File: src/rtl/minterm_pkg.sv
// Shared types and constants for the minterm scanner and its benches.
// Holds the FSM state encoding, mask-width helper and the legal settle range.
package minterm_pkg;

  typedef enum logic [1:0] {
    IDLE = 2'd0,
    SCAN = 2'd1,
    DONE = 2'd2
  } state_e;

  localparam int unsigned N_IN_MIN   = 1;
  localparam int unsigned N_IN_MAX   = 6;
  localparam int unsigned SETTLE_MIN = 0;
  localparam int unsigned SETTLE_MAX = 15;

  // Width of the minterm mask for an n-input function.
  function automatic int unsigned mask_width(input int unsigned n_in);
    return 32'd1 << n_in;
  endfunction

endpackage

File: src/rtl/minterm_scanner_settle_timer.sv
// Reusable 4-bit settle down-counter: load a delay, count down while enabled,
// and flag expiry once the count reaches zero.
module settle_timer (
  input  logic       clk,
  input  logic       rst_n,
  input  logic       load,
  input  logic [3:0] load_val,
  input  logic       en,
  output logic       expired
);

  logic [3:0] cnt_q;
  logic [3:0] cnt_d;

  // NOTE: every signal assigned in always_comb gets a default first so no latch is inferred.
  always_comb begin
    cnt_d = cnt_q;
    if (load) begin
      cnt_d = load_val;
    end else if (en && (cnt_q != 4'd0)) begin
      cnt_d = cnt_q - 4'd1;
    end
  end

  // NOTE: sequential state uses non-blocking assignments only.
  always_ff @(posedge clk or negedge rst_n) begin
    if (!rst_n) begin
      cnt_q <= 4'd0;
    end else begin
      cnt_q <= cnt_d;
    end
  end

  assign expired = (cnt_q == 4'd0);

endmodule

File: src/rtl/minterm_scanner.sv
// Sequential truth-table reader: walks every input combination of a
// combinational function, builds its minterm mask and diffs it against an expected mask.
module minterm_scanner
  import minterm_pkg::*;
#(
  parameter  int unsigned N_IN   = 4,
  parameter  int unsigned SETTLE = 1,
  localparam int unsigned M      = mask_width(N_IN)
) (
  input  logic            clk,
  input  logic            rst_n,
  input  logic            start,
  input  logic [M-1:0]    expected,
  output logic [N_IN-1:0] fn_in,
  input  logic            fn_out,
  output logic            busy,
  output logic            done,
  output logic [M-1:0]    mask,
  output logic [N_IN:0]   mismatch_cnt,
  output logic [N_IN-1:0] first_fail,
  output logic            pass
);

  localparam logic [N_IN-1:0] LAST_IDX  = N_IN'(M - 1);
  localparam logic [N_IN-1:0] IDX_ONE   = N_IN'(1);
  localparam logic [N_IN:0]   CNT_ONE   = (N_IN + 1)'(1);
  localparam logic [3:0]      SETTLE_LD = 4'(SETTLE);

  state_e            state_q, state_d;
  logic [N_IN-1:0]   idx_q, idx_d;
  logic [M-1:0]      exp_q, exp_d;
  logic [M-1:0]      mask_q, mask_d;
  logic [N_IN:0]     mm_cnt_q, mm_cnt_d;
  logic [N_IN-1:0]   first_fail_q, first_fail_d;
  logic              pass_q, pass_d;

  logic              accept;
  logic              sample;
  logic              settled;

  settle_timer u_settle_timer (
    .clk      (clk),
    .rst_n    (rst_n),
    .load     (accept | sample),
    .load_val (SETTLE_LD),
    .en       (state_q == SCAN),
    .expired  (settled)
  );

  always_comb begin
    state_d      = state_q;
    idx_d        = idx_q;
    exp_d        = exp_q;
    mask_d       = mask_q;
    mm_cnt_d     = mm_cnt_q;
    first_fail_d = first_fail_q;
    pass_d       = pass_q;
    accept       = 1'b0;
    sample       = 1'b0;

    case (state_q)
      IDLE: begin
        if (start) begin
          accept       = 1'b1;
          state_d      = SCAN;
          idx_d        = '0;
          exp_d        = expected;
          mask_d       = '0;
          mm_cnt_d     = '0;
          first_fail_d = '0;
          pass_d       = 1'b0;
        end
      end

      SCAN: begin
        if (settled) begin
          sample         = 1'b1;
          mask_d[idx_q]  = fn_out;
          if (fn_out != exp_q[idx_q]) begin
            mm_cnt_d = mm_cnt_q + CNT_ONE;
            if (mm_cnt_q == '0) begin
              first_fail_d = idx_q;
            end
          end
          if (idx_q == LAST_IDX) begin
            state_d = DONE;
            // Pass is computed from the final count so it is already valid in the done cycle.
            pass_d  = (mm_cnt_d == '0);
          end else begin
            idx_d = idx_q + IDX_ONE;
          end
        end
      end

      DONE: begin
        state_d = IDLE;
      end

      default: begin
        state_d = IDLE;
      end
    endcase
  end

  always_ff @(posedge clk or negedge rst_n) begin
    if (!rst_n) begin
      state_q      <= IDLE;
      idx_q        <= '0;
      exp_q        <= '0;
      mask_q       <= '0;
      mm_cnt_q     <= '0;
      first_fail_q <= '0;
      pass_q       <= 1'b0;
    end else begin
      state_q      <= state_d;
      idx_q        <= idx_d;
      exp_q        <= exp_d;
      mask_q       <= mask_d;
      mm_cnt_q     <= mm_cnt_d;
      first_fail_q <= first_fail_d;
      pass_q       <= pass_d;
    end
  end

  // The function under test only sees a live index while scanning.
  assign fn_in        = (state_q == SCAN) ? idx_q : '0;
  assign busy         = (state_q == SCAN);
  assign done         = (state_q == DONE);
  assign mask         = mask_q;
  assign mismatch_cnt = mm_cnt_q;
  assign first_fail   = first_fail_q;
  assign pass         = pass_q;

endmodule

File: config.mk
export PLATFORM = sky130hd
export DESIGN_NAME = minterm_scanner
export DESIGN_NICKNAME = d
export VERILOG_FILES = /design/src/rtl/minterm_pkg.sv /design/src/rtl/minterm_scanner_settle_timer.sv /design/src/rtl/minterm_scanner.sv
export SDC_FILE = /design/constraint.sdc
export NUM_CORES = 1
export LEC_CHECK = 0
export BUFFER_PORTS_ARGS = -buffer_cell sky130_fd_sc_hd__buf_2
export CAP_MARGIN = 20
export CORE_UTILIZATION = 52
export CTS_BUF_LIST = sky130_fd_sc_hd__clkbuf_8
export DETAILED_ROUTE_END_ITERATION = 8
export PLACE_DENSITY = 0.77
export SLEW_MARGIN = 25
export SYNTH_ARGS = -nofsm -noshare
export SYNTH_HDL_FRONTEND = slang
export SYNTH_HIERARCHICAL = 1
export SYNTH_SLANG_ARGS = --single-unit
File: constraint.sdc
create_clock -name clk -period 2.3 [get_ports clk]
set_input_delay 0.23 -clock clk [delete_from_list [all_inputs] [get_ports clk]]
set_output_delay 0.23 -clock clk [all_outputs]
set_load 0.03 [all_outputs]
==> results.sh, run 1 <==
export IMPL_ios=52
export IMPL_start_kind="flop"
export IMPL_ys_ff_latch=52
export IMPL_core_area_sq_um=5140
export IMPL_multi_input_area_sq_um=1410
export IMPL_routed_wl_microns=6130
export IMPL_pwr_density_cell_nw_per_um2=1230
export IMPL_maxCapViolations=0
export IMPL_synth_async_sr_flop_share_pct=100
export IMPL_p_seq_share_pct=33.3
export IMPL_setup_viol=0
export IMPL_synthCells=269
export IMPL_comb_power_share_pct=53.7
export IMPL_relSlewSlack_pct=60.1
export IMPL_fin_cells=405
export IMPL_hold_viol_final=0
export IMPL_end_kind="flop"
export IMPL_cts_sinks=52
export IMPL_max_clock_freq_mhz=453
export IMPL_numPortBuffers=51
export IMPL_antenna_found_initial=0
export IMPL_peakVddDrop_mv=0.575
export IMPL_grt_pass1_wl_microns=9990
export IMPL_fin_skew_ns=0.00369
export IMPL_area_growth_pct=19.6
export IMPL_regArea_sq_um=1300
export IMPL_synth_avg_cell_area_sq_um=10.4
export IMPL_grt_max_degree=28
export IMPL_swShare_pct=44.6
export IMPL_status="completed"
export IMPL_cp_required_ns=2.50
export IMPL_place_area_sq_um=3230
export IMPL_ys_warn_count=6
export IMPL_start_util_pct=54.5
export IMPL_setup_tns_final_ns=0
export IMPL_synth_top_area_share_pct=46.5
export IMPL_cts_htree_levels=2
export IMPL_wl_per_cell_microns=15.1
export IMPL_total_power_mw=4.13
export IMPL_ant_nets=0
export IMPL_max_slew_worst_pin_slew_ns=0.598
export IMPL_rr_startpoint="idx_q[0]$_DFFE_PN0P_"
export IMPL_rr_endpoint="mismatch_cnt[4]$_DFFE_PN0P_"
export IMPL_nets=361
export IMPL_fp_row_count=26
export IMPL_nFillCells=454
export IMPL_crit_arrival_ns=2.40
export IMPL_worstSetupEndpoint="mismatch_cnt[4]$_DFFE_PN0P_"
export IMPL_ys_seq_area_share_pct=46.5
export IMPL_synth_common_cells="dfrtp_1, o21ai_0, a21oi_1, nand2_1, mux2_2"
export IMPL_cts_max_path_buffers=2
export IMPL_p_sw_mw=1.84
export IMPL_drc=0
export IMPL_min_path_type="in2reg"
export IMPL_leakage_nw=1.56
export IMPL_synth_top_area_cell="dfrtp_1"
export IMPL_drive_gt1_share_pct=32.8
export IMPL_die_area_sq_um=5680
export IMPL_cts_made_buffers=5
export IMPL_slew_viol_final=0
export IMPL_layout_min_cycle_time_ns=2.21
export IMPL_min_period_over_period_pct=95.9
export IMPL_cp_max_fo=9
export IMPL_grt_pass1_vias=2106
export IMPL_drt_iter0_drc=134
export IMPL_rsz0062_at_grt="false"
export IMPL_die_w_microns=75.4
export IMPL_grt_overflow_total=0
export IMPL_r2r_slack_ns=0.09
export IMPL_routabilityCongestion=0.803
export IMPL_p_int_mw=2.29
export IMPL_synth_most_common_cell="dfrtp_1"
export IMPL_synthTopCellsByArea="dfrtp_1, mux2_2, o21ai_0"
export IMPL_clkLatencyLatePin_ns=0.30
export IMPL_dp_cells=396
export IMPL_reg2reg_depth=7
export IMPL_post_cts_buffers=0
export IMPL_design_area_sq_um=3350
export IMPL_clk_pin_slew_ns=0.09
export IMPL_num_vias=2285
export IMPL_cts_tree="built"
export IMPL_ctsRootBufferMaster="clkbuf_8"
export IMPL_fp_dieH_microns=75.4
export IMPL_yosysUniqueCellTypes=59
export IMPL_vias_per_cell=5.64
export IMPL_synth_area_sq_um=2800
export IMPL_synth_flop_cell="dfrtp_1"
export IMPL_power_frac_clock_pct=13.0
export IMPL_hpwl_microns=4540
export IMPL_whs_ns=0.151
export IMPL_critical_path_class="reg2reg"
export IMPL_synth_edff_count=0
export IMPL_num_antenna_cells=0
export IMPL_firstDrtPassIters=4
export IMPL_grt_util_all_layers_pct=23.4
export IMPL_critPathLaunch="idx_q[0]$_DFFE_PN0P_"
==> state kept, by name (all words and copies together), names as in the netlist <==
| register | cells |
|---|---|
| idx_q | 4 |
| first_fail | 4 |
| mismatch_cnt | 5 |
| mask | 16 |
| pass | 1 |
| exp_q | 16 |
| u_settle_timer/cnt_q | 4 |
| state_q | 2 |
==> cell type report <==
cell class                      count  area share, %
Multi-Input combinational cell    193           42.1
Sequential cell                    52           38.8
Timing Repair Buffer               70           12.3
Tap cell                           70           2.61
Clock buffer                        6           2.47
Inverter                           12           1.34
Clock inverter                      2          0.336
==> worst min path at each step <==
stage / startpoint / endpoint / slack [ns] / cells after the start
4_1_cts: expected[12] / exp_q[12]$_DFFE_PN0P_ / 0.15 / 2
6_report: expected[12] / exp_q[12]$_DFFE_PN0P_ / 0.15 / 2
3_3_place_gp: rst_n / u_settle_timer/cnt_q[2]$_DFFE_PN0P_ / 0.27 / 1
5_1_grt: expected[12] / exp_q[12]$_DFFE_PN0P_ / 0.14 / 2
2_1_floorplan: rst_n / exp_q[0]$_DFFE_PN0P_ / -0.07 / 0
3_5_place_dp: rst_n / u_settle_timer/cnt_q[2]$_DFFE_PN0P_ / 0.26 / 1
==> cells by family after synthesis <==
logic type / Yosys count / synth area share (%)
AO/OA/AOI/OAI: 82 / 18.8
multiplexers: 28 / 12.2
XOR/XNOR: 5 / 1.56
other: 2 / 0.268
buffers and inverters: 26 / 4.16
flip-flops: 52 / 46.5
AND/OR/NAND/NOR: 67 / 13.4
adder cells (fa/ha/maj): 7 / 3.13
==> power by group through the flow <==
| stage | Combinational [mW] | Sequential, mW | Clock (mW) |
|---|---|---|---|
| finish | 2.22 | 1.38 | 0.538 |
| global route | 2.42 | 1.41 | 0.586 |
| CTS | 2.20 | 1.37 | 0.545 |
| detailed placement | 2.19 | 1.38 | 0 |
| global placement | 2.14 | 1.38 | 0 |
| floorplan | 1.29 | 1.64 | 0 |
==> what timing repair did <==
item,4_1_cts,5_1_grt
endpoints found under the setup margin,0,7
hold buffers,1,0
endpoints found under the hold margin,25,0
gates resized for setup,0,2
==> placed cells by master, fill, tap and decap left out, types with 5 or more instances in the layout <==
cell      synthesis  layout
dfrtp_1          52      52
ha_1              7       7
mux2i_1           8       8
nor2_1           11      11
nand3_1           6       6
clkbuf_8          0       6
buf_4             1      17
nand2_1          17      17
a21oi_1          17      17
nand2b_1          5       5
o21ai_0          35      35
mux2_2           16      16
inv_1            12      13
buf_2             0      51
a22o_1            5       5
==> metrics by stage <==
step                      setup WS [ns]  util, %
after floorplan                   0.143        -
after global placement            0.144     62.9
after detailed placement          0.102     62.9
after CTS                        0.0826     64.9
after global routing             0.0105     65.2
final                            0.0945     65.2
==> worst max-delay path, stage by stage (launching register included) <==
cell and delay [ns]:
dfrtp_1 0.38, buf_4 0.17, mux2i_1 0.12, mux4_2 0.51, mux2_4 0.39, a21oi_2 0.21
o21ai_1 0.08, a22o_1 0.25
==> routing by layer <==
metal	wire length (microns)	GRT usage (%)
met5	0	0
met4	48	7.00
met2	2990	38.0
met1	2850	32.6
met3	247	3.84
(Power assumes the default switching activity.)
==> inputs of run 2 (changes only) <==
--- a/config.mk
+++ b/config.mk
@@ -5,6 +5,7 @@
 export SDC_FILE = /design/constraint.sdc
 export NUM_CORES = 1
 export LEC_CHECK = 0
+export ABC_AREA = 1
 export BUFFER_PORTS_ARGS = -buffer_cell sky130_fd_sc_hd__buf_2
 export CAP_MARGIN = 20
 export CORE_UTILIZATION = 52
==> run 2 against run 1 <==
  * Critical path depth up 4
  * Count of clock-buffer cells in the layout down 1
  * Synthesized cell count is 36% higher
==> results.sh, run 2 <==
export IMPL_cp_required_ns=2.50
export IMPL_cts_htree_levels=2
export IMPL_path_delay_family="simple AND/OR/NAND/NOR gates"
export IMPL_grt_max_degree=34
export IMPL_cts_sinks=52
export IMPL_slew_viol_final=0
export IMPL_grt_overflow_total=0
export IMPL_numPortBuffers=51
export IMPL_ctsRootBufferMaster="clkbuf_8"
export IMPL_grt_util_met1_pct=31.4
export IMPL_end_kind="flop"
export IMPL_routabilityCongestion=0.908
export IMPL_leakage_nw=1.73
export IMPL_grtUsageMet3_pct=4.55
export IMPL_yosysUniqueCellTypes=33
export IMPL_num_vias=2523
export IMPL_vias_per_cell=5.11
export IMPL_layout_commonest_cell="nand2_1"
export IMPL_layout_common_cells="nand2_1, dfrtp_1, buf_2, inv_1, o21ai_0"
export IMPL_top_usage_layer="met2"
export IMPL_total_power_mw=4.37
export IMPL_path_buf_inv=3
export IMPL_status="completed"
export IMPL_swShare_pct=50.2
export IMPL_core_area_sq_um=5200
export IMPL_synth_top_area_cell="dfrtp_1"
export IMPL_min_period_over_period_pct=86.5
export IMPL_routed_wl_microns=6050
export IMPL_post_cts_buffers=0
export IMPL_layout_setup_ws_ns=0.311
export IMPL_p_int_mw=2.17
export IMPL_grt_pass1_wl_microns=10700
export IMPL_path_cells="inv_1, ha_1, nand2_2, inv_1, nand2_1, nand2_2, o21ai_1, inv_2, nand4_1, o21ai_1, a21oi_1"
export IMPL_p_sw_mw=2.19
export IMPL_area_growth_pct=15.1
export IMPL_hold_viol_final=0
export IMPL_firstDrtPassIters=4
export IMPL_ys_ff_latch=52
export IMPL_crit_arrival_ns=2.19
export IMPL_slowest_stage="dfrtp_1"
export IMPL_maxCapViolations=0
export IMPL_peakVddDrop_mv=0.651
export IMPL_ant_nets=0
export IMPL_setup_tns_final_ns=0
export IMPL_die_w_microns=76.2
export IMPL_nFillCells=470
export IMPL_drive_gt1_share_pct=21.2
export IMPL_pre_cts_slack_ns=0.367
export IMPL_layout_min_cycle_time_ns=1.99
export IMPL_relSlewSlack_pct=58.8
export IMPL_clk_pin_slew_ns=0.10
export IMPL_power_frac_clock_pct=11.8
export IMPL_wl_per_cell_microns=12.3
export IMPL_comb_power_share_pct=54.7
export IMPL_whs_ns=0.119
export IMPL_start_kind="flop"
export IMPL_synth_top_area_share_pct=45.5
export IMPL_dp_cells=485
export IMPL_grt_pass1_vias=2318
export IMPL_synth_area_sq_um=2860
export IMPL_critical_path_class="reg2reg"
export IMPL_clkLatencyLatePin_ns=0.31
export IMPL_antenna_found_initial=0
export IMPL_start_util_pct=54.9
export IMPL_num_antenna_cells=0
export IMPL_synthTopCellsByArea="dfrtp_1, nand2_1, o21ai_0"
export IMPL_fin_skew_ns=0.0170
export IMPL_ios=52
export IMPL_min_path_type="in2reg"
export IMPL_cp_max_fo=10
export IMPL_ys_seq_area_share_pct=45.5
export IMPL_cts_tree="built"
export IMPL_synth_most_common_cell="nand2_1"
export IMPL_ys_warn_count=6
export IMPL_fp_row_count=26
export IMPL_die_area_sq_um=5800
export IMPL_synth_edff_count=0
export IMPL_nets=450
export IMPL_grt_util_all_layers_pct=23.1
export IMPL_setup_viol=0
export IMPL_synthCells=367
export IMPL_fin_cells=494
export IMPL_synth_common_cells="nand2_1, dfrtp_1, inv_1"
export IMPL_pwr_density_cell_nw_per_um2=1330
export IMPL_p_seq_share_pct=33.5
export IMPL_fp_dieH_microns=76.2
export IMPL_max_clock_freq_mhz=503
export IMPL_rsz0062_at_grt="false"
export IMPL_drc=0
export IMPL_hpwl_microns=4330
export IMPL_cts_made_buffers=5
export IMPL_cts_max_path_buffers=2
export IMPL_grt_use_met2_pct=36.8
export IMPL_synth_flop_cell="dfrtp_1"
export IMPL_max_stage_delay_ns=0.39
export IMPL_synth_avg_cell_area_sq_um=7.79
export IMPL_synth_async_sr_flop_share_pct=100
export IMPL_drt_iter0_drc=181
export IMPL_max_slew_worst_pin_slew_ns=0.619
==> run 2: path summary, 6_finish.rpt <==
| path | startpoint | to | slack, ns | depth (start not counted) |
|---|---|---|---|---|
| hold reg to reg | first_fail[2]$_DFFE_PN0P_ | first_fail[2]$_DFFE_PN0P_ | 0.47 | 2 |
| max in group asynchronous | rst_n | idx_q[3]$_DFFE_PN0P_ | 1.28 | 3 |
| setup reg to reg | u_settle_timer/cnt_q[0]$_DFFE_PN0P_ | idx_q[3]$_DFFE_PN0P_ | 0.31 | 11 |
| setup / recovery | u_settle_timer/cnt_q[0]$_DFFE_PN0P_ | idx_q[3]$_DFFE_PN0P_ | 0.31 | 11 |
| hold / removal | expected[10] | exp_q[10]$_DFFE_PN0P_ | 0.12 | 3 |
| min in group asynchronous | rst_n | mask[12]$_DFFE_PN0P_ | 0.45 | 2 |
==> run 2: power by group through the flow <==
stage / combinational [mW] / clock [mW] / sequential (mW)
floorplan: 1.58 / 0 / 1.72
global placement: 2.33 / 0 / 1.47
detailed placement: 2.37 / 0 / 1.48
CTS: 2.39 / 0.531 / 1.46
global route: 2.67 / 0.566 / 1.51
finish: 2.39 / 0.517 / 1.46
==> run 2: area by class of cell <==
type	instances	area (sq um)	area share, %
Sequential cell	52	1300	39.5
Tap cell	70	87.6	2.66
Inverter	49	189	5.74
Clock buffer	5	68.8	2.09
Timing Repair Buffer	57	315	9.58
Multi-Input combinational cell	258	1310	39.9
Clock inverter	3	17.5	0.532
==> run 2: worst reg2reg max path, stage by stage (launching register included) <==
cell	delay (ns)
dfrtp_1	0.39
inv_1	0.11
ha_1	0.22
nand2_2	0.09
inv_1	0.13
nand2_1	0.13
nand2_2	0.19
o21ai_1	0.15
inv_2	0.11
nand4_1	0.12
o21ai_1	0.17
a21oi_1	0.06
==> run 2: cell families after synthesis <==
logic type	Yosys count	synth area share (%)
AOI/OAI and AO/OA	63	13.2
xor gates and xnor gates	3	0.919
adders and majority gates	7	3.06
buffers and inverters	59	8.84
DFF	52	45.5
other	2	0.263
and+or+nand+nor	181	28.2
==> run 2: layer usage <==
metal / share of wire (%) / vias to the layer above
li1: - / 1280
met1: 49 / 1173
met2: 46 / 66
met3: 4.3 / 4
met4: 0.73 / 0
met5: 0 / -
==> run 2: per-stage QoR <==
stage	util (%)	cell area, sq um
after floorplan	-	2870
after global placement	61.4	3200
after detailed placement	61.4	3200
after CTS	63.2	3290
after global routing	63.2	3290
final	63.2	3290
==> run 2: timing repair <==
| item | CTS | global route |
|---|---|---|
| resized for setup | 0 | 0 |
| hold buffers | 1 | 0 |
| hold endpoints to repair | 25 | 0 |
| endpoints found under the setup margin | 0 | 0 |
==> inputs of run 3 (changes only) <==
--- a/config.mk
+++ b/config.mk
@@ -5,13 +5,13 @@
 export SDC_FILE = /design/constraint.sdc
 export NUM_CORES = 1
 export LEC_CHECK = 0
-export ABC_AREA = 1
 export BUFFER_PORTS_ARGS = -buffer_cell sky130_fd_sc_hd__buf_2
 export CAP_MARGIN = 20
 export CORE_UTILIZATION = 52
 export CTS_BUF_LIST = sky130_fd_sc_hd__clkbuf_8
 export DETAILED_ROUTE_END_ITERATION = 8
 export PLACE_DENSITY = 0.77
+export RECOVER_POWER = 50
 export SLEW_MARGIN = 25
 export SYNTH_ARGS = -nofsm -noshare
 export SYNTH_HDL_FRONTEND = slang
==> run 3 against run 2 <==
  * Worst hold slack improved by 0.032 ns
  * Combinational power fell by 8.8%
  * Design area rose by 0.95%
  * Clock power rose by 4.3%
  * Sequential share of layout area fell by 0.37 points
==> results.sh, run 3 (synthesized netlist as in run 1, its figures left out) <==
export IMPL_status="completed"
export IMPL_num_vias=2298
export IMPL_core_area_sq_um=5140
export IMPL_relSlewSlack_pct=3.22
export IMPL_layout_common_cells="dfrtp_1, o21ai_0, buf_2, clkbuf_1"
export IMPL_critical_path_class="reg2reg"
export IMPL_end_kind="flop"
export IMPL_die_w_microns=75.4
export IMPL_hold_viol_final=0
export IMPL_grt_util_all_layers_pct=23.4
export IMPL_fp_row_count=26
export IMPL_cts_sinks=52
export IMPL_post_cts_buffers=0
export IMPL_area_growth_pct=18.7
export IMPL_nets=361
export IMPL_grt_overflow_total=0
export IMPL_multi_input_area_sq_um=1410
export IMPL_drive_gt1_share_pct=26.6
export IMPL_drt_iter0_drc=105
export IMPL_max_clock_freq_mhz=455
export IMPL_firstDrtPassIters=4
export IMPL_maxCapViolations=0
export IMPL_fp_dieH_microns=75.4
export IMPL_cts_tree="built"
export IMPL_setup_viol=0
export IMPL_cts_htree_levels=2
export IMPL_routabilityCongestion=0.803
export IMPL_drc=0
export IMPL_peakVddDrop_mv=0.569
export IMPL_wl_per_cell_microns=15.1
export IMPL_cp_max_fo=9
export IMPL_antenna_found_initial=0
export IMPL_nFillCells=461
export IMPL_layout_commonest_cell="dfrtp_1"
export IMPL_slew_viol_final=0
export IMPL_regArea_sq_um=1300
export IMPL_ctsRootBufferMaster="clkbuf_8"
export IMPL_clk_pin_slew_ns=0.09
export IMPL_leakage_nw=1.48
export IMPL_max_slew_worst_pin_slew_ns=1.45
export IMPL_cp_required_ns=2.50
export IMPL_vias_per_cell=5.67
export IMPL_numPortBuffers=51
export IMPL_rsz0062_at_grt="false"
export IMPL_min_period_over_period_pct=95.6
export IMPL_grt_pass1_wl_microns=9990
export IMPL_crit_arrival_ns=2.40
export IMPL_setup_tns_final_ns=0
export IMPL_layout_setup_ws_ns=0.101
export IMPL_pre_cts_slack_ns=0.102
export IMPL_ios=52
export IMPL_cts_made_buffers=5
export IMPL_layout_min_cycle_time_ns=2.20
export IMPL_num_antenna_cells=0
export IMPL_clkLatencyLatePin_ns=0.30
export IMPL_grt_max_degree=28
export IMPL_cts_max_path_buffers=2
export IMPL_start_util_pct=54.5
export IMPL_pwr_density_cell_nw_per_um2=1230
export IMPL_ant_nets=0
export IMPL_hpwl_microns=4540
export IMPL_min_path_type="in2reg"
export IMPL_routed_wl_microns=6130
export IMPL_fin_skew_ns=0.00550
export IMPL_die_area_sq_um=5680
export IMPL_grt_pass1_vias=2106
export IMPL_start_kind="flop"
## run 3: cell count changes in the layout (fill, tap and decap cells not counted), moves of 21 or more
| cell | change |
|---|---|
| clkbuf_1 | +21 |
| nand2_1 | -96 |
| buf_2 | -21 |
| inv_1 | -30 |
| nand3_1 | -21 |
## run 3: worst max-delay path, stage by stage, from the launching register on
cell	delay, ns
dfrtp_1	0.38
buf_4	0.17
mux2i_1	0.12
mux4_2	0.51
mux2_4	0.38
a21oi_2	0.21
o21ai_1	0.08
a22o_1	0.25
## run 3: power by group
part           total [mW]  switching [mW]  internal, mW
clock network       0.539           0.298         0.241
registers            1.38           0.215          1.16
logic                2.18            1.33         0.853
## run 3: final cells by class
type                       count  share of cell area, %
timing repair buffer          70                   11.6
clock buffer                   6                   2.48
sequential                    52                   39.2
inverter                      12                   1.36
clock inverter                 2                  0.339
multi-input combinational    193                   42.4
tap                           70                   2.64
## run 3: per-stage QoR
stage	power [mW]	instance area, sq um	hold WS [ns]	util (%)	instances
floorplan	2.93	2810	-0.0656	-	271
global route	4.39	3320	0.140	64.7	405
finish	4.10	3320	0.151	64.7	405
detailed placement	3.57	3230	0.263	62.9	396
CTS	4.11	3340	0.147	64.9	405
global placement	3.51	3230	0.268	62.9	396
## run 3: routing by layer
layer  share of wire (%)  global-route usage, %
met1                  45                   32.6
met2                  48                   38.0
met5                   0                      0
met3                 5.4                   3.84
met4                 1.1                   7.00
## run 3: final timing paths
kind                                      startpoint  cells past startpoint                             endpoint  slack, ns
max in group asynchronous                      rst_n                      2            first_fail[1]$_DFFE_PN0P_       0.66
worst min register to register      pass$_DFFE_PN0P_                      2                     pass$_DFFE_PN0P_       0.50
worst min-delay path                    expected[12]                      2                exp_q[12]$_DFFE_PN0P_       0.15
worst max register to register  idx_q[0]$_DFFE_PN0P_                      7          mismatch_cnt[4]$_DFFE_PN0P_       0.10
worst max-delay path            idx_q[0]$_DFFE_PN0P_                      7          mismatch_cnt[4]$_DFFE_PN0P_       0.10
min in group asynchronous                      rst_n                      2  u_settle_timer/cnt_q[2]$_DFFE_PN0P_       0.79
## run 3: what timing repair did
action / in CTS / in global routing
resized for setup: 0 / 2
endpoints found under the hold margin: 25 / 0
hold buffers: 1 / 0
setup endpoints to repair: 0 / 7
